[src/rtl/asi_pkg.sv]
// Shared ASI definitions: arbiter state encoding and burst constants used by
// asi_r, asi_w and asi_arb.
package asi_pkg;

  // Arbiter ownership states of the single-port user memory
  typedef enum logic [1:0] {
    ARB_IDLE = 2'd0,
    ARB_RD   = 2'd1,
    ARB_WR   = 2'd2
  } arb_st_e;

  // Burst geometry shared by the read and write paths
  localparam int BT_LEN_W     = 8;
  localparam int BT_MAX_BEATS = 1 << BT_LEN_W;
  localparam int BT_SINGLE    = 1;

endpackage

[src/rtl/asi_arb.sv]
// asi_arb: burst-level arbiter for the user memory shared by the ASI read and
// write paths. Fixed priority (ASI_ARB) with an anti-starvation limit
// (ARB_MAXG consecutive priority bursts while the other side waits).
// Optional macro ASI_ARB_STAT_EN adds saturating completed-burst counters.
//
// Handshake: a requester holds usr_*request high while it has a burst pending.
// Once usr_*grant is seen high it issues beats with usr_re/usr_we; the burst
// ends on the beat where usr_*last is also high, and the grant is released (or
// handed over) on the following clock edge. Beats without grant are ignored.
module asi_arb
  import asi_pkg::*;
#(
  parameter int ASI_ARB  = 0,
  parameter int ARB_MAXG = 4
`ifdef ASI_ARB_STAT_EN
  , parameter int STAT_W = 16
`endif
) (
  input  logic    usr_clk,
  input  logic    usr_reset,
  input  logic    usr_rrequest,
  input  logic    usr_re,
  input  logic    usr_rlast,
  output logic    usr_rgrant,
  input  logic    usr_wrequest,
  input  logic    usr_we,
  input  logic    usr_wlast,
  output logic    usr_wgrant,
  output logic    arb_busy,
  output arb_st_e arb_state
`ifdef ASI_ARB_STAT_EN
  , output logic [STAT_W-1:0] stat_rbursts
  , output logic [STAT_W-1:0] stat_wbursts
`endif
);

  localparam int CNT_W = (ARB_MAXG < 1) ? 1 : $clog2(ARB_MAXG + 1);
  localparam logic [CNT_W-1:0] MAXG_C = CNT_W'(ARB_MAXG);
  localparam arb_st_e PRI_ST = (ASI_ARB != 0) ? ARB_RD : ARB_WR;
  localparam arb_st_e OTH_ST = (ASI_ARB != 0) ? ARB_WR : ARB_RD;

  arb_st_e          state;
  arb_st_e          state_nxt;
  logic [CNT_W-1:0] starve_cnt;
  logic [CNT_W-1:0] starve_eff;
  logic [CNT_W-1:0] starve_nxt;
  logic             rdone;
  logic             wdone;
  logic             pri_done;
  logic             oth_req;

  // Choose the next owner from the current requests; force the waiting side
  // once the priority side has used up its consecutive-burst allowance.
  function automatic arb_st_e pick(input logic rreq, input logic wreq,
                                   input logic starved);
    arb_st_e s;
    if (rreq && wreq)  s = starved ? OTH_ST : PRI_ST;
    else if (rreq)     s = ARB_RD;
    else if (wreq)     s = ARB_WR;
    else               s = ARB_IDLE;
    return s;
  endfunction

  // Next-state and starvation bookkeeping; the count used for a decision
  // already includes the priority burst that is finishing this cycle.
  always_comb begin
    rdone    = (state == ARB_RD) && usr_re && usr_rlast;
    wdone    = (state == ARB_WR) && usr_we && usr_wlast;
    pri_done = (ASI_ARB != 0) ? rdone : wdone;
    oth_req  = (ASI_ARB != 0) ? usr_wrequest : usr_rrequest;

    starve_eff = starve_cnt;
    if (pri_done && oth_req && (starve_cnt != MAXG_C))
      starve_eff = starve_cnt + 1'b1;

    state_nxt = state;
    if ((state == ARB_IDLE) || rdone || wdone)
      state_nxt = pick(usr_rrequest, usr_wrequest,
                       (ARB_MAXG != 0) && (starve_eff == MAXG_C));

    starve_nxt = starve_eff;
    if (!oth_req || (state_nxt == OTH_ST))
      starve_nxt = '0;
  end

  // Arbiter FSM with grants registered alongside the state
  always_ff @(posedge usr_clk or posedge usr_reset) begin
    if (usr_reset) begin
      state      <= ARB_IDLE;
      starve_cnt <= '0;
      usr_rgrant <= 1'b0;
      usr_wgrant <= 1'b0;
      arb_busy   <= 1'b0;
    end else begin
      state      <= state_nxt;
      starve_cnt <= starve_nxt;
      usr_rgrant <= (state_nxt == ARB_RD);
      usr_wgrant <= (state_nxt == ARB_WR);
      arb_busy   <= (state_nxt != ARB_IDLE);
    end
  end

  assign arb_state = state;

`ifdef ASI_ARB_STAT_EN
  // Saturating counts of completed read and write bursts
  always_ff @(posedge usr_clk or posedge usr_reset) begin
    if (usr_reset) begin
      stat_rbursts <= '0;
      stat_wbursts <= '0;
    end else begin
      if (rdone && (stat_rbursts != '1)) stat_rbursts <= stat_rbursts + 1'b1;
      if (wdone && (stat_wbursts != '1)) stat_wbursts <= stat_wbursts + 1'b1;
    end
  end
`endif

endmodule

[config.mk]
export PLATFORM = sky130hd
export DESIGN_NAME = asi_arb
export DESIGN_NICKNAME = d
export VERILOG_FILES = /design/src/rtl/asi_pkg.sv /design/src/rtl/asi_arb.sv
export SDC_FILE = /design/constraint.sdc
export NUM_CORES = 1
export LEC_CHECK = 0
export BUFFER_PORTS_ARGS = -buffer_cell sky130_fd_sc_hd__buf_4
export CORE_MARGIN = 3
export CORE_UTILIZATION = 31
export CTS_CLUSTER_SIZE = 28
export DETAILED_ROUTE_END_ITERATION = 10
export PLACE_DENSITY = 0.58
export SYNTH_ARGS = -nofsm -noshare
export SYNTH_HDL_FRONTEND = slang
export SYNTH_SLANG_ARGS = --single-unit
[constraint.sdc]
create_clock -name usr_clk -period 4.5 [get_ports usr_clk]
set_input_delay 0.225 -clock usr_clk [delete_from_list [all_inputs] [get_ports usr_clk]]
set_output_delay 0.225 -clock usr_clk [all_outputs]
set_load 0.01 [all_outputs]
=== Word-level counts from Yosys, hierarchy flattened ===
Index checks and enable logic that the tools add are counted.

* Memories kept: 0
* Logic and storage cells: 32
* Bits of input ports: 8
* Flip-flop bits (word level): 8
* ROM bits: 0
* Memory bits (writable): 0
* Bits in latches: 0

* Divide/modulo/power cells: 0
* Multiplexer cells: 7
* $mul: 0
* Equal/unequal tests: 6
* Add/sub/neg operators: 1
* $lt $le $gt $ge: 0
* Shift-type cells: 0
* Bitwise operators: 0
* Reduce and logical (&&, ||, !) cells: 13

{| class="wikitable"
|+ Operators with widths
! operator !! number
|-
| 2-to-1 mux 2 bit || 5
|-
| logical AND 1 bit || 7
|-
| 2-to-1 mux 3 bit || 2
|-
| == test 2 x 1 -> 1 bit (second input constant) || 2
|-
| == test 2 bit (second input constant) || 2
|-
| adder 3 x 1 -> 3 bit (second input constant) || 1
|-
| == test 3 bit (second input constant) || 1
|-
| logical OR 1 bit || 3
|-
| inequality test 3 bit (second input constant) || 1
|-
| zero test 2 bit || 1
|-
| nonzero test 2 bit || 1
|-
| zero test 1 bit || 1
|}

=== Logic depth before layout (Yosys ltp) ===
* Depth in word-level cells: 13
* Gate-level depth with buffers: 6
* Depth with buffers taken out: 6

=== Worst setup path before layout ===
Ideal clock, no wire load.

* Path type: flip-flop to flip-flop
* Start: register starve_cnt[0]
* End: register starve_cnt[0]
* Cell stages (with the launch flop): 7
* Setup time: 0.086 ns
* Slack: 2.801 ns
* Data arrival time: 1.612 ns
* Path through: dfrtp_1 inv_1 ha_1 a211oi_4 mux2i_1 a32oi_1 nor3_1

* Word-level cells in the longest chain between the ends: 10

{| class="wikitable"
|+ RTL lines
! element !! line !! source
|-
| start, declared || asi_arb.sv:44 || <nowiki>logic [CNT_W-1:0] starve_cnt;</nowiki>
|-
| start signal, assigned || asi_arb.sv:96 || <nowiki>starve_cnt <= starve_nxt;</nowiki>
|-
| branches (longest 2 deep; another with adder 3 x 1 -> 3 bit) || -- ||
|-
| 2-to-1 mux 3 bit * || asi_arb.sv:73 || <nowiki>if (pri_done && oth_req && (starve_cnt != MAXG_C))</nowiki>
|-
| == test 3 bit || asi_arb.sv:79 || <nowiki>(ARB_MAXG != 0) && (starve_eff == MAXG_C));</nowiki>
|-
| 2-to-1 mux 2 bit (2 in series) || asi_arb.sv:57 || <nowiki>if (rreq && wreq) s = starved ? OTH_ST : PRI_ST;</nowiki>
|-
| 2-to-1 mux 2 bit || asi_arb.sv:77 || <nowiki>if ((state == ARB_IDLE) || rdone || wdone)</nowiki>
|-
| == test 2 x 1 -> 1 bit || asi_arb.sv:82 || <nowiki>if (!oth_req || (state_nxt == OTH_ST))</nowiki>
|-
| logical OR 1 bit || asi_arb.sv:82 ||
|-
| 2-to-1 mux 3 bit * || asi_arb.sv:82 ||
|-
| net starve_nxt[0] || asi_arb.sv:46 || <nowiki>logic [CNT_W-1:0] starve_nxt;</nowiki>
|}

Mark *: on every way through the listed nets, which the timed path passes.

=== Final worst setup path ===
* Start: register starve_cnt[0]
* End: register starve_cnt[1]

The elaborated chain is that of the path after synthesis.

==> impl_results.md <==
- Status: completed
- Largest net degree at the start of global routing: 9
- Clock slew at reported path FFs: 0.05 ns
- Die Y: 44.4 um
- Area of the die: 1970 um2
- Peak VDD IR: 193 uV
- Post-route worst setup slack: 2.57 ns
- Syn_area_per_cell: 10.4 um2
- Library cells used by synthesis: 21
- Ant diodes: 0
- Initial antenna violation count: 0
- Worst Tran Pin Value: 0.300 ns
- CTS root buffer: clkbuf_4
- # IOs: 13
- Sequential area share after synthesis: 0.438
- Nets: 72
- Core Area: 1330 um2
- Final wirelength: 844 um
- Cells along the critical path: inv_1 -> ha_1 -> a211oi_4 -> mux2i_1 -> a32oi_1 -> nor3_1
- Fmax: 518 MHz
- CP peak stage delay: 0.39 ns
- Req. time, crit path: 4.67 ns
- Worst setup path category: flop to flop
- Placed instance area: 566 um2
- Layout area overhead: 31.0%
- Rows: 13
- Hold Path Class: input port to flop
- Critical-path top delay cell: dfrtp_1
- Initial Util: 0.342
- Max Cap Viol: 0
- Clk_skew: 0.00254 ns
- Total number of vias: 372
- Hold WS: 0.206 ns
- Layout cells sized above 1: 0.317
- Worst-Skew Late Latency: 0.25 ns
- Remaining global-route overflow: 0
- Postcts setup bufs: 0
- Mapped Cells: 44
- Final design instance area without fill: 598 um2
- Synthesis warning total: 0
- Placed Cells incl. Taps: 71
- Width of the die: 44.4 um
- Total CTS buffers: 3
- First-pass GRT wire length: 1550 um
- ANT nets after route: 0
- Leak: 0.286 nW
- Post-layout util: 0.448
- GPL Wtd Cong: 0.679
- Synthesized flop and latch total: 8
- DR vias/cell: 4.96
- Period utilisation layout: 0.429
- Final slew viol count: 0
- Sink Count: 8
- FILL cells: 137
- 1st-pass router iterations: 4
- Post-layout power: 0.250 mW
- Hold Vio Cnt, Final: 0
- Setup TNS: 0 ns
- Drt drc: 0
- Vias in the first global route: 390
- GRT Total Usage: 0.110
- Crit path launch type: flop
- Maximum buffer depth of the clock tree: 2
- CP delay by family, top: compound AO/OA/AOI/OAI gates
- DR iter-0 viols: 3
- Setup violations, final: 0
- TritonCTS clock tree: done
- H-Tree Depth: 1
- Pre-CTS WS: 2.58 ns
- Post-Layout Cell Count: 75
- Syn Nets: 54
- Routed length per placed instance: 11.3 um
- RSZ-0062 raised after global routing: false
- Pwr/cell area: 419 nW/um2
- WP data arrival: 2.10 ns
- Worst path buffer plus inverter count: 1
- CP Max Fanout: 4
- HPWL Detailed: 667 um
- PortBufs: 12
- Syn Std Cell Area: 457 um2
- Slew Limit Headroom: 0.794
- Fin crit period: 1.93 ns
- Worst Setup End Kind: flop
==> cell type report <==
type,count,area (um2),area share
flip-flops and latches,8,200,0.335
well taps,15,18.8,0.0314
multi-input cells,32,241,0.404
repair buffers,13,100,0.167
clock buffers,3,22.5,0.0377
inverters,4,15.0,0.0251
==> cells by family after synthesis <==
| group | after synthesis | share of synthesized area |
|---|---|---|
| xor gates and xnor gates | 3 | 0.0575 |
| muxes | 2 | 0.0438 |
| buffers and inverters | 4 | 0.0329 |
| AOI/OAI and AO/OA | 9 | 0.173 |
| DFF | 8 | 0.438 |
| adders and majority gates | 2 | 0.0548 |
| and+or+nand+nor | 16 | 0.200 |
==> per-layer routing <==
layer	share of wire	vias up	GRT usage
met5	0	-	0
met4	0.0071	0	0.0361
met3	0.071	2	0.0610
met2	0.51	12	0.189
met1	0.41	171	0.113
li1	-	187	-
==> power by group <==
group	switching, mW	internal (mW)	total, mW
logic	0.0433	0.0492	0.0925
registers	0.0147	0.0885	0.103
clock network	0.0241	0.0305	0.0546
==> synthesized netlist by cell type, drive strengths merged <==
master	instances	share of area
dfrtp	8	0.44
nand2	6	0.049
inv	4	0.033
nor3	4	0.044
o21ai	3	0.033
ha	2	0.055
mux2i	2	0.044
xnor2	2	0.038
a211oi	1	0.044
a21boi	1	0.016
a221o	1	0.022
a32oi	1	0.019
and2	1	0.016
and3	1	0.014
nand3	1	0.011
nand3b	1	0.044
nor2	1	0.0082
o211a	1	0.022
o211ai	1	0.016
or2	1	0.014
xor2	1	0.019
==> placed cells by master (no fill, tap or decap), drive strengths merged, types with 2 or more instances in the layout <==
cell type and count:
buf 12, clkbuf 3, dfrtp 8, ha 2
inv 4, mux2i 2, nand2 6, nor3 4
o21ai 3, xnor2 2
==> tightest hold or removal path: cells and delay by family <==
| kind | cells | cell delay, ns |
|---|---|---|
| buf+inv | 1 | 0.09 |
| simple gates | 2 | 0.10 |
==> repair_timing <==
item | in CTS | in global routing
endpoints found under the setup margin | 0 | 0
endpoints found under the hold margin | 8 | 0
hold buffers | 1 | 0
resized for setup | 0 | 0
==> flip-flops by register name, indices dropped and copies added (netlist names) <==
signal and count:
arb_busy 1, usr_wgrant 1, starve_cnt 3, usr_rgrant 1, arb_state 2
==> path summary, 6_finish.rpt <==
| kind | startpoint | to | slack (ns) | depth (start not counted) |
|---|---|---|---|---|
| min in group asynchronous | usr_reset | starve_cnt[0]$_DFF_PP0_ | 0.47 | 3 |
| worst max register to register | starve_cnt[0]$_DFF_PP0_ | starve_cnt[1]$_DFF_PP0_ | 2.57 | 6 |
| worst min-delay path | usr_rrequest | arb_busy$_DFF_PP0_ | 0.21 | 3 |
| worst min register to register | starve_cnt[0]$_DFF_PP0_ | starve_cnt[0]$_DFF_PP0_ | 0.60 | 2 |
| worst max-delay path | starve_cnt[0]$_DFF_PP0_ | starve_cnt[1]$_DFF_PP0_ | 2.57 | 6 |
| max in group asynchronous | usr_reset | arb_state[0]$_DFF_PP0_ | 3.80 | 3 |
No activity file was read; power rests on OpenSTA's default activity.
